**src/rtl/reg_file_sb.sv**
```systemverilog
// 2-read/1-write register file with a per-register pending scoreboard and registered, bypassed reads.
// Optional macro RF_ZERO_REG_EN: register 0 reads as zero, ignores writes and reservations.
module reg_file_sb #(
    parameter int DATA_W   = 8,
    parameter int NUM_REGS = 8,
    parameter int SEL_W    = 3
) (
    input  logic                clk,
    input  logic                reset,
    input  logic [SEL_W-1:0]    rd_sel_0,
    input  logic                rd_en_0,
    input  logic [SEL_W-1:0]    rd_sel_1,
    input  logic                rd_en_1,
    input  logic [SEL_W-1:0]    wr_sel,
    input  logic                wr_en,
    input  logic [DATA_W-1:0]   wr_data,
    input  logic [SEL_W-1:0]    rsv_sel,
    input  logic                rsv_en,
    output logic [DATA_W-1:0]   rd_data_0,
    output logic                rd_vld_0,
    output logic [DATA_W-1:0]   rd_data_1,
    output logic                rd_vld_1,
    output logic [NUM_REGS-1:0] pending
);

`ifdef RF_ZERO_REG_EN
    localparam bit ZERO_REG = 1'b1;
`else
    localparam bit ZERO_REG = 1'b0;
`endif

    logic [DATA_W-1:0]   regs_q [NUM_REGS];
    logic [DATA_W-1:0]   regs_d [NUM_REGS];
    logic [NUM_REGS-1:0] pending_q;
    logic [NUM_REGS-1:0] pending_d;

    logic [SEL_W-1:0]    rd_sel [2];
    logic                rd_en  [2];
    logic [DATA_W-1:0]   rd_data_q [2];
    logic [DATA_W-1:0]   rd_data_d [2];
    logic [1:0]          rd_vld_q;
    logic [1:0]          rd_vld_d;

    assign rd_sel[0] = rd_sel_0;
    assign rd_sel[1] = rd_sel_1;
    assign rd_en[0]  = rd_en_0;
    assign rd_en[1]  = rd_en_1;

    function automatic logic in_range(input logic [SEL_W-1:0] s);
        return 32'(s) < 32'(NUM_REGS);
    endfunction

    // Per-register update: a same-cycle reservation beats the write's pending clear.
    genvar gi;
    generate
        for (gi = 0; gi < NUM_REGS; gi++) begin : g_reg
            logic wr_hit;
            logic rsv_hit;
            assign wr_hit  = wr_en  && (wr_sel  == SEL_W'(gi)) && !(ZERO_REG && gi == 0);
            assign rsv_hit = rsv_en && (rsv_sel == SEL_W'(gi)) && !(ZERO_REG && gi == 0);
            assign regs_d[gi]    = wr_hit ? wr_data : regs_q[gi];
            assign pending_d[gi] = rsv_hit | (pending_q[gi] & ~wr_hit);
        end

        // Reads see current-state pending; same-cycle reservations show up one cycle later.
        for (gi = 0; gi < 2; gi++) begin : g_rd
            always_comb begin
                rd_data_d[gi] = '0;
                rd_vld_d[gi]  = 1'b0;
                if (rd_en[gi] && in_range(rd_sel[gi])) begin
                    if (ZERO_REG && rd_sel[gi] == '0) begin
                        rd_vld_d[gi] = 1'b1;
                    end else if (wr_en && wr_sel == rd_sel[gi]) begin
                        rd_data_d[gi] = wr_data;
                        rd_vld_d[gi]  = 1'b1;
                    end else begin
                        rd_data_d[gi] = regs_q[rd_sel[gi]];
                        rd_vld_d[gi]  = !pending_q[rd_sel[gi]];
                    end
                end
            end
        end
    endgenerate

    always_ff @(posedge clk) begin
        if (reset) begin
            for (int i = 0; i < NUM_REGS; i++) begin
                regs_q[i] <= '0;
            end
            pending_q    <= '0;
            rd_data_q[0] <= '0;
            rd_data_q[1] <= '0;
            rd_vld_q     <= '0;
        end else begin
            for (int i = 0; i < NUM_REGS; i++) begin
                regs_q[i] <= regs_d[i];
            end
            pending_q    <= pending_d;
            rd_data_q[0] <= rd_data_d[0];
            rd_data_q[1] <= rd_data_d[1];
            rd_vld_q     <= rd_vld_d;
        end
    end

    assign rd_data_0 = rd_data_q[0];
    assign rd_vld_0  = rd_vld_q[0];
    assign rd_data_1 = rd_data_q[1];
    assign rd_vld_1  = rd_vld_q[1];
    assign pending   = pending_q;

endmodule

```
**config.mk**
```make
export PLATFORM = sky130hd
export DESIGN_NAME = reg_file_sb
export DESIGN_NICKNAME = d
export VERILOG_FILES = /design/src/rtl/reg_file_sb.sv
export SDC_FILE = /design/constraint.sdc
export NUM_CORES = 1
export LEC_CHECK = 0
export CAP_MARGIN = 20
export CORE_MARGIN = 2
export CORE_UTILIZATION = 65
export CTS_CLUSTER_SIZE = 14
export DETAILED_ROUTE_END_ITERATION = 10
export DONT_BUFFER_PORTS = 1
export GPL_TIMING_DRIVEN = 0
export PLACE_DENSITY_LB_ADDON = 0.25
export SETUP_SLACK_MARGIN = 0.2
export SLEW_MARGIN = 20
export SYNTH_ARGS = -nofsm -noshare
export SYNTH_HDL_FRONTEND = slang
export SYNTH_SLANG_ARGS = --single-unit
```
**constraint.sdc**
```tcl
create_clock -name clk -period 2.7 [get_ports clk]
set_clock_uncertainty 0.15 [all_clocks]
set_input_delay 0.27 -clock clk [delete_from_list [all_inputs] [get_ports clk]]
set_output_delay 0.27 -clock clk [all_outputs]
set_load 0.005 [all_outputs]
```
==> impl_metrics.env <==
export IMPL_power_static_leakage_nw=1.794
export IMPL_grt_pass1_wl_mm=16.48
export IMPL_vias_per_cell=7.043
export IMPL_detail_route_wl_per_cell_microns=25.78
export IMPL_hold_ws_ns=-0.002120
export IMPL_unrepaired_setup_endpoints_after_global_routing="false"
export IMPL_failed_checks="hold timing"
export IMPL_clk_path_buf_depth=2
export IMPL_nNetsFinal=364
export IMPL_floorplan_initialDensity=0.6639
export IMPL_synth_yosys_seq_area_share=0.5506
export IMPL_die_extent_in_y_microns=86.61
export IMPL_antenna_found_initial=0
export IMPL_mapped_cells=316
export IMPL_setup_viol=0
export IMPL_timing_final_hold_violations=1
export IMPL_detailroute_via_count=2979
export IMPL_grt_pass1_vias=2948
export IMPL_cts_setup_buffers=0
export IMPL_floorplan_die_area_sq_um=7500
export IMPL_hp_class="in2reg"
export IMPL_clock_sinks=90
export IMPL_place_detailed_hpwl_mm=7.134
export IMPL_area_delta_synth_final_pct=9.563
export IMPL_crit_type="in2reg"
export IMPL_cts_htree_levels=3
export IMPL_clock_root_buffer="clkbuf_8"
export IMPL_fin_tns_setup_ns=0
export IMPL_worst_endpoint_arrival_ns=2.40
export IMPL_overflow=0
export IMPL_power_frac_comb=0.123
export IMPL_detail_route_wirelength_mm=10.90
export IMPL_multi_input_comb_area_sq_um=1785
export IMPL_dr_first_iter_drc_count=246
export IMPL_outcome="finished with violations"
export IMPL_numCtsBuffers=9
export IMPL_ioPinCount=52
export IMPL_sequentialPowerShare=0.541
export IMPL_place_port_buffers=0
export IMPL_remaining_drc_errors=0
export IMPL_dieWidth_microns=86.61
export IMPL_crit_fanout=9
export IMPL_insertedDiodeCount=0
export IMPL_drv_cap=0
export IMPL_core_area_sq_um=6681
export IMPL_max_slew_violation_total_from_the_final_report=0
export IMPL_crit_path_start_kind="primary input"
export IMPL_period_needed_ns=2.299
export IMPL_portion_of_total_power_attributed_to_the_clock_network=0.336
export IMPL_gpl_final_weighted_congestion=0.8228
export IMPL_setup_ws_ns=0.4014
export IMPL_synthDistinctLibCells=30
export IMPL_global_route_usage_over_all_layers=0.3129
export IMPL_post_synth_instance_area_sq_um=4436
export IMPL_worst_setup_hold_path_clk_slew_ns=0.08
export IMPL_floorplan_rows=30
export IMPL_p_int_mw=2.293
export IMPL_vdd_drop_max_mv=0.3082
export IMPL_finalCritPeriodShare=0.8513
export IMPL_grt_max_degree=15
export IMPL_worst_skew_pair_late_latency_ns=0.37
export IMPL_fillers=435
export IMPL_required_ns=2.80
export IMPL_cts_tree="yes"
export IMPL_dp_slack_ns=0.4434
export IMPL_detail_route_first_pass_iterations=5
export IMPL_tightestPinTransition_ns=0.6384
export IMPL_critical_path_endpoint_type="flip-flop"
export IMPL_cts_hold_buffers_added=11
export IMPL_ys_ff_latch=90
export IMPL_timing_slew_headroom=0.5744
export IMPL_synth_warning_count=0
export IMPL_layout_area_seq_sq_um=2442
export IMPL_layout_drive_gt1_share=0.1691
export IMPL_synth_nets=342
export IMPL_clock_fmax_ghz=0.4350
export IMPL_synthesis_area_per_instance_sq_um=14.04
export IMPL_post_cts_resized=0
export IMPL_drtAntennaViolNets=0
export IMPL_p_total_mw=3.009
export IMPL_netSwitchingFraction=0.2379
export IMPL_powerDensity_nw_per_um2=619.3
export IMPL_power_switching_mw=0.7159
## cell usage in the layout (no fill, tap or decap), types with 2 or more instances in the layout
cell and count:
nor2_1 66, edfxtp_1 64, dfxtp_1 26, mux4_2 22, inv_1 18, nand2b_1 16, mux2i_1 16, a211oi_1 16
mux4_1 14, dlygate4sd3_1 11, clkbuf_8 10, clkbuf_1 8, buf_2 7, nand3_1 6, nand2_1 4, xnor2_1 4
o32ai_1 4, o21ai_0 4, nor2b_1 3, buf_6 3, buf_4 2, buf_8 2, xnor2_2 2, buf_1 2
mux2_2 2, a21oi_2 2, bufinv_16 2
## metal layers
metal | GRT usage | share of wire
met1 | 0.4140 | 0.38
met2 | 0.5035 | 0.50
met3 | 0.06476 | 0.093
met4 | 0.1435 | 0.030
met5 | 0 | 0
## cell type report
class                           count  area share
Multi-Input combinational cell    187      0.3674
Tap cell                           80     0.02060
Buffer                             21     0.02884
Sequential cell                    90      0.5026
Clock buffer                       13     0.03064
Timing Repair Buffer               11     0.02266
Inverter                           18     0.01390
Clock inverter                      3     0.01339
## power groups by stage
stage	Combinational (mW)	Clock (mW)	Sequential [mW]
finish	0.371	1.01	1.63
global route	0.392	1.06	1.64
CTS	0.366	1.00	1.62
detailed placement	0.347	0	1.65
global placement	0.336	0	1.64
floorplan	0.264	0	1.63
## worst paths after layout
kind                              startpoint                           to  slack (ns)  depth (start not counted)
hold / removal                    rsv_sel[2]        pending[0]$_SDFF_PP0_      -0.002                          3
setup reg to reg  regs_q[3][7]$_SDFFCE_PN0P_  rd_data_q[0][15]$_SDFF_PP0_        1.18                          3
hold reg to reg        pending[4]$_SDFF_PP0_        pending[4]$_SDFF_PP0_        0.36                          2
setup / recovery                   wr_sel[0]        pending[5]$_SDFF_PP0_        0.40                          6
## logic make-up (layout without fill, tap and decap cells)
kind of cell | Yosys count | count (layout) | share of synthesized area
and+or+nand+nor | 99 | 99 | 0.1038
DFF | 90 | 90 | 0.5506
muxes | 54 | 54 | 0.2358
buffers and inverters | 39 | 66 | 0.04682
AOI/OAI and AO/OA | 28 | 28 | 0.04767
xor gates and xnor gates | 6 | 6 | 0.01523
## sequential cells by signal (all words and copies together) (netlist names)
register and flops:
rd_vld_q 2, regs_q 64, rd_data_q 16, pending 8
## worst max-delay path, cell delays in order
cell and delay, ns:
buf_2 0.20, nor2b_1 0.23, nand3_1 0.38, nand2b_1 0.55
o32ai_1 0.18, dlygate4sd3_1 0.60
## cell usage after synthesis
library cell,n,share of area
nor2_1,66,0.056
edfxtp_1,64,0.43
dfxtp_1,26,0.12
mux4_2,22,0.11
inv_1,18,0.015
a211oi_1,16,0.027
mux2i_1,16,0.036
nand2b_1,16,0.023
mux4_1,14,0.083
buf_2,7,0.0079
nand3_1,6,0.0068
clkbuf_1,5,0.0042
nand2_1,4,0.0034
o21ai_0,4,0.0045
o32ai_1,4,0.0079
xnor2_1,4,0.0079
buf_6,3,0.0076
nor2b_1,3,0.0042
a21oi_2,2,0.0039
buf_1,2,0.0017
buf_4,2,0.0034
buf_8,2,0.0068
mux2_2,2,0.0051
xnor2_2,2,0.0073
a31o_2,1,0.0020
a41o_1,1,0.0023
nand3b_1,1,0.0017
nand4_2,1,0.0028
nand4_4,1,0.0048
nor3b_1,1,0.0017
## through the flow
stage                     hold WS (ns)  utilization  instances  cell area, sq um
final                        -0.002120       0.7273        423              4860
after floorplan                 0.2364            -        316              4436
after CTS                     0.005298       0.7273        423              4860
after global routing           0.02560       0.7273        423              4860
after global placement          0.2401       0.6788        396              4536
after detailed placement        0.2435       0.6788        396              4536
Note: power is estimated with default switching activity, not from simulation.
